--- src/rtl/matmul_stream_host.sv ---
`default_nettype none
// ============================================================================
// Module      : matmul_stream_host
// Description : Initiator for the 3-element nibble-stream matrix-multiply
//               engine. Serialises a parallel vector onto in_en/datain,
//               collects the 3-word valid burst into res_out, and flags
//               timeout / truncated-burst errors.
// Revision    : 1.0 - initial release
// ============================================================================
module matmul_stream_host #(
    parameter int DW      = 4,
    parameter int OW      = 10,
    parameter int TIMEOUT = 15
) (
    input  logic            clk,
    input  logic            rst,
    input  logic            start,
    input  logic [3*DW-1:0] vec_in,
    output logic            busy,
    output logic            done,
    output logic [3*OW-1:0] res_out,
    output logic            err,
    output logic [1:0]      err_code,
    output logic            mm_in_en,
    output logic [DW-1:0]   mm_datain,
    input  logic [OW-1:0]   mm_multout,
    input  logic            mm_valid
);

    typedef enum logic [2:0] {
        IDLE = 3'd0,
        SEND = 3'd1,
        WAIT = 3'd2,
        RECV = 3'd3,
        DONE = 3'd4
    } state_t;

    localparam logic [7:0] TMO_LAST = 8'(TIMEOUT - 1);

    state_t          state;
    state_t          state_nxt;
    logic [1:0]      cnt;
    logic [1:0]      rcnt;
    logic [7:0]      tmo;
    logic [3*DW-1:0] vec_q;
    logic [OW-1:0]   shadow0;
    logic [OW-1:0]   shadow1;

    assign err = |err_code;

    // State register.
    always_ff @(posedge clk or negedge rst) begin
        if (!rst) begin
            state <= IDLE;
        end else begin
            state <= state_nxt;
        end
    end

    // Next-state and state-decoded outputs (engine strobe/data, busy, done).
    always_comb begin
        state_nxt = state;
        busy      = 1'b1;
        done      = 1'b0;
        mm_in_en  = 1'b0;
        mm_datain = '0;
        case (state)
            IDLE: begin
                busy = 1'b0;
                if (start) begin
                    state_nxt = SEND;
                end
            end
            SEND: begin
                mm_in_en = 1'b1;
                case (cnt)
                    2'd0:    mm_datain = vec_q[DW-1:0];
                    2'd1:    mm_datain = vec_q[2*DW-1:DW];
                    default: mm_datain = vec_q[3*DW-1:2*DW];
                endcase
                if (cnt == 2'd2) begin
                    state_nxt = WAIT;
                end
            end
            WAIT: begin
                if (mm_valid) begin
                    state_nxt = RECV;
                end else if (tmo == TMO_LAST) begin
                    state_nxt = IDLE;
                end
            end
            RECV: begin
                if (!mm_valid) begin
                    state_nxt = IDLE;
                end else if (rcnt == 2'd2) begin
                    state_nxt = DONE;
                end
            end
            DONE: begin
                done      = 1'b1;
                state_nxt = IDLE;
            end
            default: begin
                state_nxt = IDLE;
            end
        endcase
    end

    // Datapath: vector latch, counters, result capture and error code.
    always_ff @(posedge clk or negedge rst) begin
        if (!rst) begin
            cnt      <= 2'd0;
            rcnt     <= 2'd0;
            tmo      <= 8'd0;
            vec_q    <= '0;
            shadow0  <= '0;
            shadow1  <= '0;
            res_out  <= '0;
            err_code <= 2'b00;
        end else begin
            case (state)
                IDLE: begin
                    if (start) begin
                        vec_q    <= vec_in;
                        err_code <= 2'b00;
                        cnt      <= 2'd0;
                    end
                end
                SEND: begin
                    if (cnt == 2'd2) begin
                        cnt <= 2'd0;
                        tmo <= 8'd0;
                    end else begin
                        cnt <= cnt + 2'd1;
                    end
                end
                WAIT: begin
                    tmo <= tmo + 8'd1;
                    if (mm_valid) begin
                        shadow0 <= mm_multout;
                        rcnt    <= 2'd1;
                    end else if (tmo == TMO_LAST) begin
                        err_code <= 2'b01;
                    end
                end
                RECV: begin
                    if (!mm_valid) begin
                        err_code <= 2'b10;
                    end else if (rcnt == 2'd2) begin
                        // Third word goes straight into the result so res_out
                        // is already valid during the done cycle.
                        res_out <= {mm_multout, shadow1, shadow0};
                    end else begin
                        // rcnt can only be 1 here: second word of the burst.
                        shadow1 <= mm_multout;
                        rcnt    <= rcnt + 2'd1;
                    end
                end
                default: begin
                end
            endcase
        end
    end

endmodule
`default_nettype wire
--- config.mk ---
export PLATFORM = sky130hd
export DESIGN_NAME = matmul_stream_host
export DESIGN_NICKNAME = d
export VERILOG_FILES = /design/src/rtl/matmul_stream_host.sv
export SDC_FILE = /design/constraint.sdc
export NUM_CORES = 1
export LEC_CHECK = 0
export ABC_AREA = 1
export ABC_CLOCK_PERIOD_IN_PS = 1800
export CELL_PAD_IN_SITES_DETAIL_PLACEMENT = 1
export CELL_PAD_IN_SITES_GLOBAL_PLACEMENT = 2
export CORE_MARGIN = 8
export CORE_UTILIZATION = 30
export DETAILED_ROUTE_END_ITERATION = 16
export PLACE_DENSITY_LB_ADDON = 0.1
export SYNTH_ARGS = -nofsm -noshare
export SYNTH_HDL_FRONTEND = slang
export SYNTH_SLANG_ARGS = --single-unit
export TNS_END_PERCENT = 5
--- constraint.sdc ---
create_clock -name clk -period 1.8 [get_ports clk]
set_input_delay 0.36 -clock clk [delete_from_list [all_inputs] [get_ports clk]]
set_output_delay 0.36 -clock clk [all_outputs]
set_load 0.05 [all_outputs]
==> results.sh <==
export IMPL_ys_seq_area_share_pct=58.6
export IMPL_powerDensity_nw_per_um2=1600
export IMPL_ios=66
export IMPL_post_route_util_pct=41.4
export IMPL_grt_pass1_wl_um=14700
export IMPL_yosysWarnings=0
export IMPL_synthSimpleGateAreaFrac_pct=22.1
export IMPL_endpoint_kind="output port"
export IMPL_r2r_end="tmo[2]"
export IMPL_fin_skew_ps=12.4
export IMPL_synth_compound_area_share_pct=10.1
export IMPL_grt_overflow=0
export IMPL_ant_nets=0
export IMPL_r2r_setup_slack_ps=190
export IMPL_holdPathStages=2
export IMPL_status="finished clean"
export IMPL_p_int_uw=4120
export IMPL_antenna_found_initial=0
export IMPL_min_from="shadow1[5]"
export IMPL_grtUsageTotal_pct=12.5
export IMPL_clk_path_buf_depth=2
export IMPL_path_max_fanout=6
export IMPL_cp_data_arrival_time_ps=1430
export IMPL_final_common_cell="nand2_1"
export IMPL_clockRootBuffer="clkbuf_8"
export IMPL_routed_wl_um=8660
export IMPL_grt_max_degree=52
export IMPL_cts_sinks=79
export IMPL_drcViolationCount=0
export IMPL_syn_inst=391
export IMPL_fin_crit_ps=1790
export IMPL_timing_fmax_ghz=0.560
export IMPL_crit_path_start_kind="flip-flop"
export IMPL_synthesis_area_um2=3370
export IMPL_p_leak_uw=0.00232
export IMPL_nets=504
export IMPL_grt_pass1_vias=2941
export IMPL_drt_pre_antenna_iters=4
export IMPL_drive_gt1_share_pct=21.0
export IMPL_clkTransAtPathRegs_ps=90
export IMPL_timing_final_hold_violations=0
export IMPL_hold_end="res_out[15]"
export IMPL_dieArea_um2=14900
export IMPL_switching_power_uw=3110
export IMPL_rows=38
export IMPL_max_slew_margin_pct=75.5
export IMPL_n_antenna_cell=0
export IMPL_gp_congestion=0.724
export IMPL_synth_top_family_by_area="simple AND/OR/NAND/NOR gates"
export IMPL_cap_violations=0
export IMPL_clock_latency_ps=350
export IMPL_initial_core_util_pct=31.0
export IMPL_switching_share_pct=43.0
export IMPL_worstSetupPathType="flip-flop to output port"
export IMPL_place_hpwl_um=6330
export IMPL_r2r_start="state[2]"
export IMPL_h_tree_depth=3
export IMPL_port_buffers=65
export IMPL_synth_xor_xnor_area_share_pct=0.519
export IMPL_p_clk_share_pct=16.2
export IMPL_drv_slew=0
export IMPL_required_ps=1440
export IMPL_holdCritPathClass="flip-flop to flip-flop"
export IMPL_syn2layout_area_growth_pct=33.7
export IMPL_viasPerCell=4.40
export IMPL_rsz0062_at_grt="yes"
export IMPL_hold_slack_ps=468
export IMPL_ys_types=29
export IMPL_finalSetupViolCount=0
export IMPL_vias=2726
export IMPL_synth_fa_ha_area_share_pct=1.11
export IMPL_syn_nets=420
export IMPL_wl_per_cell_um=14.0
export IMPL_fin_crit_sh_pct=99.2
export IMPL_ys_seq_elements=79
export IMPL_peakVddDrop_v=0.000618
export IMPL_tightest_slew_ps=367
export IMPL_combPwrFrac_pct=46.2
export IMPL_drt_initial_drc_count=160
export IMPL_die_width_um=122
export IMPL_synth_area_per_cell_um2=8.63
export IMPL_core_area_um2=10900
export IMPL_layout_common_cells="nand2_1 (142), dfrtp_1 (78), buf_4 (48)"
export IMPL_r2r_cells=9
export IMPL_power_frac_seq_pct=37.5
export IMPL_cts_tree="done"
export IMPL_synthMuxAreaShare_pct=0
export IMPL_die_h_um=122
export IMPL_numCtsBuffers=9
-- layer usage --
layer	vias up	share of wire, %	wire length [um]	global-route usage [%]
met1	1279	52	4470	17.0
met4	0	1.7	151	5.71
met3	12	4.1	356	3.05
li1	1385	-	-	-
met2	50	43	3680	18.3
met5	-	0	0	0
-- cell usage after synthesis --
cell type,instances,area share (%)
a21oi_1,2,0.30
a22oi_1,2,0.44
buf_2,9,1.3
buf_4,1,0.22
buf_6,1,0.33
clkinv_2,1,0.15
dfrtp_1,79,59
ha_1,3,1.1
inv_1,48,5.3
inv_2,2,0.22
nand2_1,146,16
nand2_4,1,0.33
nand3_1,13,1.9
nand3_4,1,0.52
nand3b_1,1,0.22
nand4_1,1,0.19
nor2_1,13,1.4
nor2_2,2,0.37
nor2_4,1,0.33
nor3_1,1,0.15
o21ai_0,29,4.3
o21ai_1,24,3.6
o21ai_2,1,0.26
o21bai_1,1,0.22
o221ai_1,3,0.78
o22ai_1,1,0.19
or2_2,2,0.37
xnor2_1,1,0.26
xor2_1,1,0.26
-- how the worst max path moves through the flow --
| stage | from | to | slack (ps) | cells after the start |
|---|---|---|---|---|
| detailed placement | mm_valid | rcnt[0] | 120 | 6 |
| global route | state[0] | mm_datain[0] | -110 | 7 |
| CTS | state[0] | mm_datain[0] | -20 | 7 |
| finish | state[2] | mm_datain[0] | 10 | 6 |
| floorplan | state[0] | mm_datain[0] | -40 | 6 |
| global placement | mm_valid | rcnt[0] | 150 | 6 |
-- metrics by stage --
| stage | cells | setup slack [ps] | total power (uW) | setup TNS, ps | area, um2 |
|---|---|---|---|---|---|
| after global routing | 620 | -111 | 7790 | -477 | 4510 |
| after global placement | 595 | 146 | 5900 | 0 | 4250 |
| final | 620 | 13.7 | 7230 | 0 | 4510 |
| after floorplan | 391 | -39.2 | 4740 | -39.2 | 3380 |
| after CTS | 619 | -16.0 | 7340 | -16.0 | 4500 |
| after detailed placement | 595 | 117 | 5970 | 0 | 4250 |
-- kinds of logic after synthesis --
family          count (synthesis)
xor+xnor                        2
buf+inv                        62
fa+ha+maj                       3
compound gates                 63
flops                          79
simple gates                  182
-- flip-flops by register name, summed over array words and instances, names as in the netlist --
signal,flops
tmo,8
vec_q,12
shadow0,10
err_code,2
shadow1,10
state,3
res_out,30
rcnt,2
cnt,2
-- worst max-delay path, stage by stage (launching register included) --
cell and delay [ps]:
dfrtp_1 400, nor2_2 150, nand2_2 90, clkinvlp_4 140, o21ai_1 80, inv_1 90, buf_12 140
-- power by group through the flow --
stage                     Clock, uW  Sequential, uW  Combinational (uW)
after floorplan                   0            3260                1480
after global placement            0            2740                3170
after detailed placement          0            2740                3220
after CTS                      1240            2720                3380
after global routing           1310            2790                3690
final                          1170            2710                3340
-- layout make-up --
type	count	area (um2)
flip-flops and latches	79	1980
repair buffers	84	831
multi-input cells	250	1160
well taps	140	175
inverters	51	196
fillers	1297	6380
clock buffers	9	124
clock inverters	7	48.8
-- timing repair --
action,4_1_cts,5_1_grt
pin swaps,2,2
hold endpoints to repair,28,0
hold buffers,1,0
resized for setup,11,3
setup endpoints to repair,6,7
buffers inserted,7,1
(Power assumes the default switching activity.)
